File: config.mk
export PLATFORM = sky130hd
export DESIGN_NAME = base_agather
export DESIGN_NICKNAME = d
export VERILOG_FILES = /design/src/rtl/base_agather.sv
export SDC_FILE = /design/constraint.sdc
export NUM_CORES = 1
export LEC_CHECK = 0
export CAP_MARGIN = 20
export CORE_AREA = 2 2 39 41
export DETAILED_ROUTE_END_ITERATION = 7
export DIE_AREA = 0 0 41 43
export PLACE_DENSITY = 0.34
export SETUP_SLACK_MARGIN = 0.1
export SYNTH_ARGS = -nofsm -noshare
export SYNTH_HDL_FRONTEND = slang
export SYNTH_SLANG_ARGS = --single-unit
File: constraint.sdc
create_clock -name clk -period 1 [get_ports clk]
set_input_delay 0.2 -clock clk [delete_from_list [all_inputs] [get_ports clk]]
set_output_delay 0.2 -clock clk [all_outputs]
set_load 0.01 [all_outputs]
File: src/rtl/base_agather.sv
// base_agather: valid/ready gathering deserializer.
// Collects `ways` narrow beats of `width` bits each and emits them as one wide word.
// Packing is big-endian: the first beat lands in o_d[0:width-1].
// The accumulator and the output register are separate, so a new word can start
// while the previous one is still waiting to be consumed.
module base_agather #(
    parameter int width = 1,
    parameter int ways  = 2
) (
    input  logic                     clk,
    input  logic                     reset,
    input  logic                     i_v,
    output logic                     i_r,
    input  logic [0:width-1]         i_d,
    output logic                     o_v,
    input  logic                     o_r,
    output logic [0:width*ways-1]    o_d,
    output logic [0:$clog2(ways)-1]  o_cnt
);

    localparam int CW = $clog2(ways);
    localparam int AW = width * (ways - 1);
    localparam logic [CW-1:0] LAST = CW'(ways - 1);

    // Reject degenerate configurations at elaboration time.
    if (ways < 2 || width < 1) begin : g_bad_params
        $error("base_agather: ways must be >= 2 and width must be >= 1");
    end

    logic [CW-1:0]     cnt;
    logic [0:AW-1]     acc;
    logic [0:width*ways-1] word_q;
    logic              valid_q;

    logic at_last;
    logic take;
    logic drain;

    // Handshake decode. i_r depends only on state and o_r, never on i_v.
    // The last beat of a word may only enter when the output register is free
    // or is being drained in this same cycle.
    always_comb begin
        at_last = (cnt == LAST);
        i_r     = reset & (~at_last | ~valid_q | o_r);
        take    = i_v & i_r;
        drain   = valid_q & o_r;
    end

    // Beat counter: position of the next beat within the word, wraps after the last.
    always_ff @(posedge clk) begin
        if (!reset) begin
            cnt <= '0;
        end else if (take) begin
            if (at_last) begin
                cnt <= '0;
            end else begin
                cnt <= cnt + CW'(1);
            end
        end
    end

    // Accumulator: stores beats 0..ways-2 in their big-endian slots.
    always_ff @(posedge clk) begin
        if (!reset) begin
            acc <= '0;
        end else if (take && !at_last) begin
            for (int k = 0; k < ways - 1; k++) begin
                if (cnt == CW'(k)) begin
                    acc[k*width +: width] <= i_d;
                end
            end
        end
    end

    // Output register: the last beat bypasses the accumulator and the full word
    // loads here; a simultaneous load and consume keeps o_v high.
    always_ff @(posedge clk) begin
        if (!reset) begin
            valid_q <= 1'b0;
            word_q  <= '0;
        end else if (take && at_last) begin
            valid_q <= 1'b1;
            word_q  <= {acc, i_d};
        end else if (drain) begin
            valid_q <= 1'b0;
        end
    end

    assign o_v   = valid_q;
    assign o_d   = word_q;
    assign o_cnt = cnt;

endmodule
[Yosys cells after proc, flatten, opt, wreduce, memory -nomap -nowiden]
Index checks and enable logic that the tools add are counted.
Cells by class
  add/subtract/negate cells: 1
  multiplexer cells: 3
  bitwise operators: 7
  reductions and logical operators: 5
Operators by type and width (count)
  bitwise AND 1 bit: 3
  two-way mux 1 bit: 3
  logical AND 1 bit: 2
  NOT 1 bit: 2
  OR 1 bit: 2
  AND reduction 2 bit: 1
  nonzero test 2 bit: 1
  adder 1 bit (second input constant): 1
  logical NOT 1 bit: 1
Word-level totals
  flip-flop bits (word level): 5
  input port bits: 5
  output and inout port bits: 5
  word-level logic and storage cells: 20

[Longest topological paths before layout]
Gate-level depths: netlist (run 1).
  depth after elaboration: 7
  depth in mapped cells: 3
  gate-level depth less buffers: 3

[Worst setup path after synthesis (run 1)]
No wires, ideal clock.
  kind: register to output
  start point: reg valid_q, in the netlist o_v
  end point: out i_r
  arrival time: 0.766 ns
  required time: 0.800 ns
  setup slack: 0.034 ns
  stages on the path, launching flop included: 3
  buffers on the path: 0
  cells stage by stage: dfxtp_1 -> nor2b_4 -> a21boi_0
On the way
  longest elaborated chain between the ends: 4
RTL lines
  start: declaration: RTL line 33  | logic valid_q;
  start signal: assignment: RTL line 79  | valid_q <= 1'b0;
  start signal: assignment: RTL line 82  | valid_q <= 1'b1;
  start signal: assignment: RTL line 85  | valid_q <= 1'b0;
  NOT 1 bit: RTL line 44  | i_r = reset & (~at_last | ~valid_q | o_r);
  OR 1 bit (2 in a row): RTL line 44
  bitwise AND 1 bit: RTL line 44
  end: declaration: RTL line 13  | output logic i_r,
Every way passes these cells.

[Final worst setup path (run 1)]
Ends and elaborated chain as after synthesis.

==> key figures, run 1 <==
Clocking
  • Clock slew at reported path FFs: 0.04 ns
  • Clk buf depth: 2
  • CTS buffer count: 3
  • Hold bufs inserted after CTS: 0
  • CTS sink cnt: 5
  • CTS tree: built
  • CTS root buffer: clkbuf_4
  • CTS HTree Levels: 1
  • Worst skew pair latency: 0.23 ns

Setup path
  • Reg2Reg Depth: 5
  • Crit start category: flip-flop
  • Critical path class: reg -> out
  • Worst reg2reg path startpoint: o_v
  • R2r setup slk: -0.05 ns
  • Crit path from: o_v
  • CP required: 0.80 ns
  • RR Endpoint: o_d[0]
  • Crit end category: output port
  • Crit path max fanout: 2
  • Arr. time, crit path: 0.89 ns

Global route
  • Routing usage on met3: 6.81%
  • GR Layer Usage met1: 7.44%
  • First-pass GRT wire length: 772 um
  • Initial antenna violation count: 0
  • Grt peak-use layer: met2
  • Vias in the first global route: 206
  • Largest net degree at the start of global routing: 8
  • M2 GR Usage: 8.75%
  • Gr usage total: 6.74%
  • Grt ovf: 0

Synthesis
  • Syn_nets: 26
  • Synth Area in Simple Gates: 28.6%
  • Largest family of logic cells by synthesized area: simple AND/OR/NAND/NOR gates
  • Synthesis Warnings: 0
  • Mapped Area: 210 um^2
  • Synth Area per Inst: 10.0 um^2
  • Adder-Cell Fraction of Synth Area: 0%
  • Synthesized-area fraction occupied by xor and xnor cells: 0%
  • Sequential fraction of the synthesis area: 47.6%
  • Netlist cell types: 11
  • Synth Area in Compound Gates: 9.52%
  • Synth Register Bits: 5
  • Mux share of post-synthesis cell area: 14.3%
  • Gate count of the mapped netlist: 21

Layout
  • Final-stage net count: 45
  • Ant diodes: 0
  • Area growth, synth to finish: 86.3%
  • Layout cells sized above 1: 51.3%
  • Post-layout util: 28.3%

Routing
  • DR pass1 iterations: 2
  • Number of vias per cell: 3.75
  • Vias: 206
  • Drt drc: 0
  • WL/cell: 8.55 um
  • DRT Wirelength: 470 um
  • Starting DRT DRC Count: 1
  • Post-DRT Antenna Nets: 0

Power and ir drop
  • Switching power total: 0.116 mW
  • Reg power frac: 41.0%
  • PwrDens: 1360 mW/mm^2
  • Peak supply drop: 1.01 mV
  • Total power: 0.533 mW
  • Logic pwr share: 17.0%
  • Leak pwr: 0.175 nW
  • Clk network pwr share: 42.1%
  • Pint: 0.417 mW
  • Switching share of power: 21.8%

Job
  • Max_cap viols: 0

Timing
  • Slew headroom: 89.1%
  • Hold_ws: 0.454 ns
  • Post-route setup slack: -0.0942 ns
  • Final hold viol count: 0
  • Final Skew: 0.000890 ns
  • Worst slew pin tran: 0.163 ns
  • Unrepaired setup endpoints after global routing: yes
  • Minimum clock period: 1.09 ns
  • Slew Limit Fails: 0
  • Fmax: 914 MHz
  • Setup violators final: 5
  • Fin crit share: 109%

Hold path
  • Worst hold stages: 2
  • Path type of the worst min-delay path: reg -> reg
  • Hold endpoint: o_d[0]
  • Hold Crit Start: o_d[0]

Floorplan
  • Initial Util: 15.2%
  • Die Wd: 41 um
  • Core ar.: 0.00138 mm^2
  • Io pins: 10
  • Die H: 43 um
  • Row Count: 14
  • Die area: 0.00176 mm^2

Status
  • Violated checks: negative setup slack
  • Status: complete, but fails checks

Placement
  • GPL Wtd Cong: 0.586
  • Dpl hpwl: 349 um
  • Port bufs: 9
  • Setup slack after placement: -0.639 ns
[power by group through the flow]
stage | Clock, mW | Combinational (mW) | Sequential, mW
floorplan | 0 | 0.0280 | 0.224
global placement | 0 | 0.0848 | 0.220
detailed placement | 0 | 0.0853 | 0.220
CTS | 0.239 | 0.0782 | 0.218
global route | 0.254 | 0.0990 | 0.219
finish | 0.224 | 0.0904 | 0.219
[registers in the layout (all words and copies together) (netlist names)]
name	count
o_d	2
acc	1
o_v	1
o_cnt	1
[cell type report]
cell class	instances	area (um^2)
Clock buffer	4	26.3
Fill cell	163	992
Sequential cell	5	108
Multi-Input combinational cell	16	121
Timing Repair Buffer	14	116
Tap cell	16	20.0
[worst max-delay path, cell delays in order, from the launching register on]
cell and delay, ns:
dfxtp_2 0.31, nor2b_4 0.12, a21boi_2 0.10, buf_2 0.13
[cells in the mapped netlist]
cell / count / share of area, %
o21a_1: 1 / 3.6
nor2_1: 1 / 1.8
dfxtp_1: 5 / 48
o21ai_0: 1 / 2.4
mux2i_1: 3 / 14
nor2b_1: 1 / 3.0
nand2_1: 5 / 8.9
nand2b_1: 1 / 3.0
nor2_4: 1 / 5.4
nor2b_4: 1 / 6.5
a21boi_0: 1 / 3.6
[how the worst max path moves through the flow]
stage / to / slack, ns / cells past startpoint
after global placement: i_r / -0.63 / 4
after CTS: i_r / -0.11 / 3
final: i_r / -0.09 / 3
after detailed placement: i_r / -0.64 / 4
after global routing: i_r / -0.15 / 3
after floorplan: i_r / 0.11 / 2
[through the flow]
step	TNS, ns	cell area (um^2)	instances
final	-0.238	392	55
after global routing	-0.505	392	55
after CTS	-0.136	358	53
after detailed placement	-2.06	343	49
after global placement	-2.01	343	49
after floorplan	0	210	21
[layer usage]
| layer | up-vias | share of wire (%) |
|---|---|---|
| met3 | 0 | 13 |
| met5 | - | 0 |
| li1 | 107 | - |
| met2 | 8 | 44 |
| met4 | 0 | 0 |
| met1 | 91 | 43 |
[cell families (layout without fill, tap and decap cells)]
logic type	count (synthesis)	after routing
flip-flops	5	5
AND/OR/NAND/NOR	10	10
buffers and inverters	0	18
multiplexers	3	3
AO/OA/AOI/OAI	3	3
[timing repair]
item                       CTS  global route
setup endpoints to repair   10            10
gates resized for setup     24             6
pin swaps                    1             2
buffers inserted             0             2
[layout by cell type, fill, tap and decap left out]
cell,instances
a21boi_2,1
buf_2,3
buf_4,3
buf_6,3
clkbuf_1,1
clkbuf_4,3
clkdlybuf4s50_1,1
dfxtp_1,1
dfxtp_2,3
dfxtp_4,1
dlygate4sd2_1,4
mux2i_1,3
nand2_1,5
nand2b_4,1
nor2_1,1
nor2_4,1
nor2b_1,1
nor2b_4,1
o21a_1,1
o21ai_0,1
Power figures use the tool's default switching activity.
==> inputs of run 2 (changes only) <==
- SKIP_CTS_REPAIR_TIMING: default -> 1
==> key figures, run 2 (synthesized netlist as in run 1, its figures left out) <==
Routing
  • DRT Wirelength: 502 um
  • Post-DRT Antenna Nets: 0
  • Drt drc: 0
  • Starting DRT DRC Count: 0
  • Vias: 210
  • Number of vias per cell: 3.75
  • WL/cell: 8.96 um
  • DR pass1 iterations: 1

Floorplan
  • Die area: 0.00176 mm^2
  • Die H: 43 um
  • Io pins: 10
  • Row Count: 14
  • Die Wd: 41 um
  • Initial Util: 15.2%
  • Core ar.: 0.00138 mm^2

Timing
  • Worst slew pin tran: 0.202 ns
  • Final hold viol count: 0
  • Slew headroom: 86.5%
  • Slew Limit Fails: 0
  • Post-route setup slack: -0.114 ns
  • Minimum clock period: 1.11 ns
  • Setup violators final: 5
  • Hold_ws: 0.348 ns
  • Fin crit share: 111%
  • Final Skew: 0.00318 ns
  • Unrepaired setup endpoints after global routing: yes
  • Fmax: 898 MHz

Setup path
  • Crit end category: output port
  • Worst-path cell chain: nor2b_4 -> a21boi_2 -> buf_2
  • CP max stage delay: 0.31 ns
  • Critical path class: reg -> out
  • Crit path max fanout: 2
  • CP required: 0.80 ns
  • Worst reg2reg path startpoint: o_v
  • Critical Path Stages: 3
  • RR Endpoint: o_d[0]
  • R2r setup slk: -0.07 ns
  • Slowest-stage cell, CP: dfxtp_2
  • Crit start category: flip-flop
  • Reg2Reg Depth: 5
  • Crit path capture: i_r
  • Arr. time, crit path: 0.91 ns
  • WP buf/inv: 1
  • Family with the most delay on the worst path: flip-flops
  • Crit path from: o_v

Clocking
  • Clock slew at reported path FFs: 0.04 ns
  • CTS HTree Levels: 1
  • CTS sink cnt: 5
  • Worst skew pair latency: 0.24 ns
  • Clk buf depth: 2
  • CTS root buffer: clkbuf_4
  • CTS buffer count: 3
  • CTS tree: built

Placement
  • Setup slack after placement: -0.639 ns
  • Port bufs: 9
  • Dpl hpwl: 349 um
  • GPL Wtd Cong: 0.586

Hold path
  • Path type of the worst min-delay path: in -> reg

Layout
  • Area growth, synth to finish: 98.2%
  • Post-layout util: 30.1%
  • Number of fill cells: 161
  • Most frequent cells in the layout: nand2_1, dlymetal6s2s_1, buf_4
  • Max FFs per register: 2
  • Ant diodes: 0
  • Final-stage net count: 46
  • Layout cells sized above 1: 55.0%
  • Multi-input gate area: 124 um^2
  • Sequential Area: 108 um^2

Power and ir drop
  • Switching share of power: 22.2%
  • Leak pwr: 0.218 nW
  • Pint: 0.421 mW
  • Clk network pwr share: 42.0%
  • Logic pwr share: 17.4%
  • Reg power frac: 40.5%
  • Peak supply drop: 1.02 mV
  • Switching power total: 0.120 mW
  • PwrDens: 1300 mW/mm^2

Global route
  • Initial antenna violation count: 0
  • First-pass GRT wire length: 731 um
  • Gr usage total: 6.44%
  • Vias in the first global route: 197
  • Grt ovf: 0
  • Largest net degree at the start of global routing: 8

Job
  • Max_cap viols: 0

Status
  • Status: complete, but fails checks
  • Violated checks: negative setup slack
## run 2: changes by cell type in the layout (fill, tap and decap cells not counted)
cell,before,now
dlygate4sd2_1,4,0
buf_4,3,4
nand2_1,5,4
nand2_2,0,1
dlymetal6s2s_1,0,4
## run 2: layer usage
| layer | GRT usage (%) | up-vias | wire length [um] |
|---|---|---|---|
| met1 | 7.12 | 93 | 212 |
| met3 | 6.81 | 0 | 57 |
| met2 | 8.13 | 8 | 232 |
| met4 | 2.00 | 0 | 0 |
| met5 | 0 | - | 0 |
| li1 | - | 109 | - |
## run 2: tightest hold or removal path, stage by stage
cell,delay [ns]
dlymetal6s2s_1,0.10
buf_4,0.15
o21a_1,0.11
## run 2: area by class of cell
| type | count | share of cell area (%) |
|---|---|---|
| sequential | 5 | 25.8 |
| multi-input combinational | 16 | 29.7 |
| clock buffer | 4 | 6.31 |
| tap | 16 | 4.80 |
| timing repair buffer | 15 | 33.3 |
## run 2: how the worst min path moves through the flow
stage	from	to	depth (start not counted)
2_1_floorplan	reset	o_v	1
3_3_place_gp	o_d[1]	o_d[1]	2
3_5_place_dp	o_d[1]	o_d[1]	2
4_1_cts	o_d[0]	o_d[0]	2
5_1_grt	reset	o_v	3
6_report	reset	o_v	3
## run 2: stage by stage
stage / area [um^2] / setup TNS [ns] / std cells / power, mW
2_1_floorplan: 210 / 0 / 21 / 0.251
3_3_place_gp: 343 / -2.01 / 49 / 0.305
3_5_place_dp: 343 / -2.06 / 49 / 0.305
4_1_cts: 369 / -2.03 / 53 / 0.542
5_1_grt: 417 / -0.587 / 56 / 0.579
6_report: 417 / -0.353 / 56 / 0.541
## run 2: power by group through the flow
| stage | Clock [mW] | Sequential [mW] | Combinational [mW] |
|---|---|---|---|
| final | 0.227 | 0.219 | 0.0943 |
| after detailed placement | 0 | 0.220 | 0.0853 |
| after global routing | 0.256 | 0.220 | 0.103 |
| after floorplan | 0 | 0.224 | 0.0280 |
| after global placement | 0 | 0.220 | 0.0848 |
| after CTS | 0.239 | 0.216 | 0.0859 |
==> inputs of run 3 (changes only) <==
- ABC_AREA: default -> 1
- CTS_BUF_LIST: default -> sky130_fd_sc_hd__clkbuf_4 sky130_fd_sc_hd__clkbuf_8
- PLACE_DENSITY: 0.34 -> 0.35
==> key figures, run 3 <==
Synthesis
  • Mapped Area: 216 um^2
  • Asr flop ratio synth: 0%
  • Commonest cells post-synth: inv_1, dfxtp_1, nand2_1, nor2_1, a21oi_1
  • Synth top area share: 46.2%
  • Synthesis Warnings: 0
  • Synth Area per Inst: 7.73 um^2
  • Area contributors post-synth: dfxtp_1, inv_1, nand4_4
  • EDFF count, synth: 0
  • Most numerous cell in the Yosys netlist: inv_1
  • Sequential fraction of the synthesis area: 46.2%
  • Leading area contributor after synthesis: dfxtp_1
  • Prevailing post-synth register cell: dfxtp_1
  • Syn_nets: 33
  • Netlist cell types: 9
  • Synth Register Bits: 5
  • Gate count of the mapped netlist: 28

Routing
  • WL/cell: 8.07 um
  • DRT Wirelength: 492 um
  • Vias: 228
  • Met1 WL: 223 um
  • Number of vias per cell: 3.74
  • Drt drc: 0
  • Starting DRT DRC Count: 0
  • Routed length on met3: 45 um
  • DR top layer: met3
  • Wire length on met2: 223 um
  • DR pass1 iterations: 1
  • Post-DRT Antenna Nets: 0

Layout
  • Commonest non-fill, non-tap cell in the layout: inv_1
  • Final-stage net count: 51
  • Sequential Area: 105 um^2
  • Max FFs per register: 2
  • Number of fill cells: 164
  • Multi-input gate area: 96.3 um^2
  • Ant diodes: 0
  • Layout cells sized above 1: 44.4%
  • Post-layout util: 29.7%
  • Area growth, synth to finish: 89.6%

Timing
  • Setup violators final: 1
  • Hold_ws: 0.315 ns
  • Minimum clock period: 1.08 ns
  • Fmax: 924 MHz
  • Fin crit share: 108%
  • Final Skew: 0.00113 ns
  • Slew Limit Fails: 0
  • Unrepaired setup endpoints after global routing: yes
  • Slew headroom: 88.0%
  • Worst slew pin tran: 0.180 ns
  • Post-route setup slack: -0.0819 ns
  • Final hold viol count: 0

Power and ir drop
  • PwrDens: 1380 mW/mm^2
  • Leak pwr: 0.236 nW
  • Peak supply drop: 0.433 mV
  • Total power: 0.566 mW

Placement
  • Dpl hpwl: 381 um
  • GPL Wtd Cong: 0.636
  • Setup slack after placement: -0.644 ns
  • Port bufs: 9

Setup path
  • Worst reg2reg path startpoint: o_cnt
  • Arr. time, crit path: 0.88 ns
  • Reg2Reg Depth: 4
  • Crit start category: flip-flop
  • RR Endpoint: acc
  • Crit end category: output port
  • R2r setup slk: 0.06 ns
  • Critical path class: reg -> out
  • Crit path from: o_v
  • Crit path max fanout: 2
  • CP required: 0.80 ns

Hold path
  • Hold endpoint: o_cnt
  • Hold Crit Start: i_v
  • Path type of the worst min-delay path: in -> reg
  • Worst hold stages: 3

Global route
  • Vias in the first global route: 211
  • Largest net degree at the start of global routing: 7
  • First-pass GRT wire length: 765 um
  • Grt ovf: 0
  • Gr usage total: 7.01%
  • Initial antenna violation count: 0

Floorplan
  • Die Wd: 41 um
  • Core ar.: 0.00138 mm^2
  • Row Count: 14
  • Die area: 0.00176 mm^2
  • Die H: 43 um
  • Initial Util: 15.6%
  • Io pins: 10

Status
  • Violated checks: negative setup slack
  • Status: complete, but fails checks

Clocking
  • CTS tree: built
  • CTS HTree Levels: 1
  • CTS buffer count: 3
  • CTS root buffer: clkbuf_4
  • Worst skew pair latency: 0.24 ns
  • Clock slew at reported path FFs: 0.04 ns
  • Clk buf depth: 2
  • CTS sink cnt: 5

Job
  • Max_cap viols: 0
## run 3: cell types whose count changed in the layout (fill, tap and decap cells not counted), sizes merged, moves of 2 or more
cell | before | now
a21oi | 0 | 3
mux2i | 3 | 0
buf | 10 | 8
inv | 0 | 7
nor2 | 2 | 4
nor2b | 2 | 0
## run 3: stage by stage
step,TNS [ns],cell area [um^2],cells
floorplan,0,220,28
global placement,-2.09,360,57
detailed placement,-2.15,360,57
CTS,-2.02,390,61
global route,-0.153,410,61
finish,-0.0819,410,61
## run 3: metal layers
layer  track usage, %  up-vias
met5                0        -
met4             6.00        0
li1                 -      121
met2             9.06        8
met1             7.35       99
met3             4.71        0
## run 3: how the worst max path moves through the flow
stage,to
4_1_cts,i_r
3_5_place_dp,i_r
3_3_place_gp,i_r
6_report,i_r
5_1_grt,i_r
2_1_floorplan,i_r
## run 3: report_power, final
part / leakage (nW) / internal, mW / switching, mW
combinational: 0.175 / 0.0507 / 0.0373
sequential: 0.0426 / 0.213 / 0.00832
clock: 0.0184 / 0.178 / 0.0789
total: 0.236 / 0.441 / 0.125
## run 3: area by class of cell
cell class,count,area share (%)
multi-input combinational,16,23.5
sequential,5,25.6
clock buffer,4,7.32
timing repair buffer,13,32.3
tap,16,4.88
inverter,7,6.40
## run 3: kinds of logic after synthesis
logic type             share of synthesized area (%)
AND/OR/NAND/NOR                                 28.9
buffers and inverters                           12.1
flip-flops                                      46.2
AO/OA/AOI/OAI                                   12.7
## run 3: critical path: stages, from the launching register on
cell and delay, ns:
dfxtp_2 0.31, nand2_2 0.06, inv_2 0.04, a21oi_2 0.10
buf_2 0.13
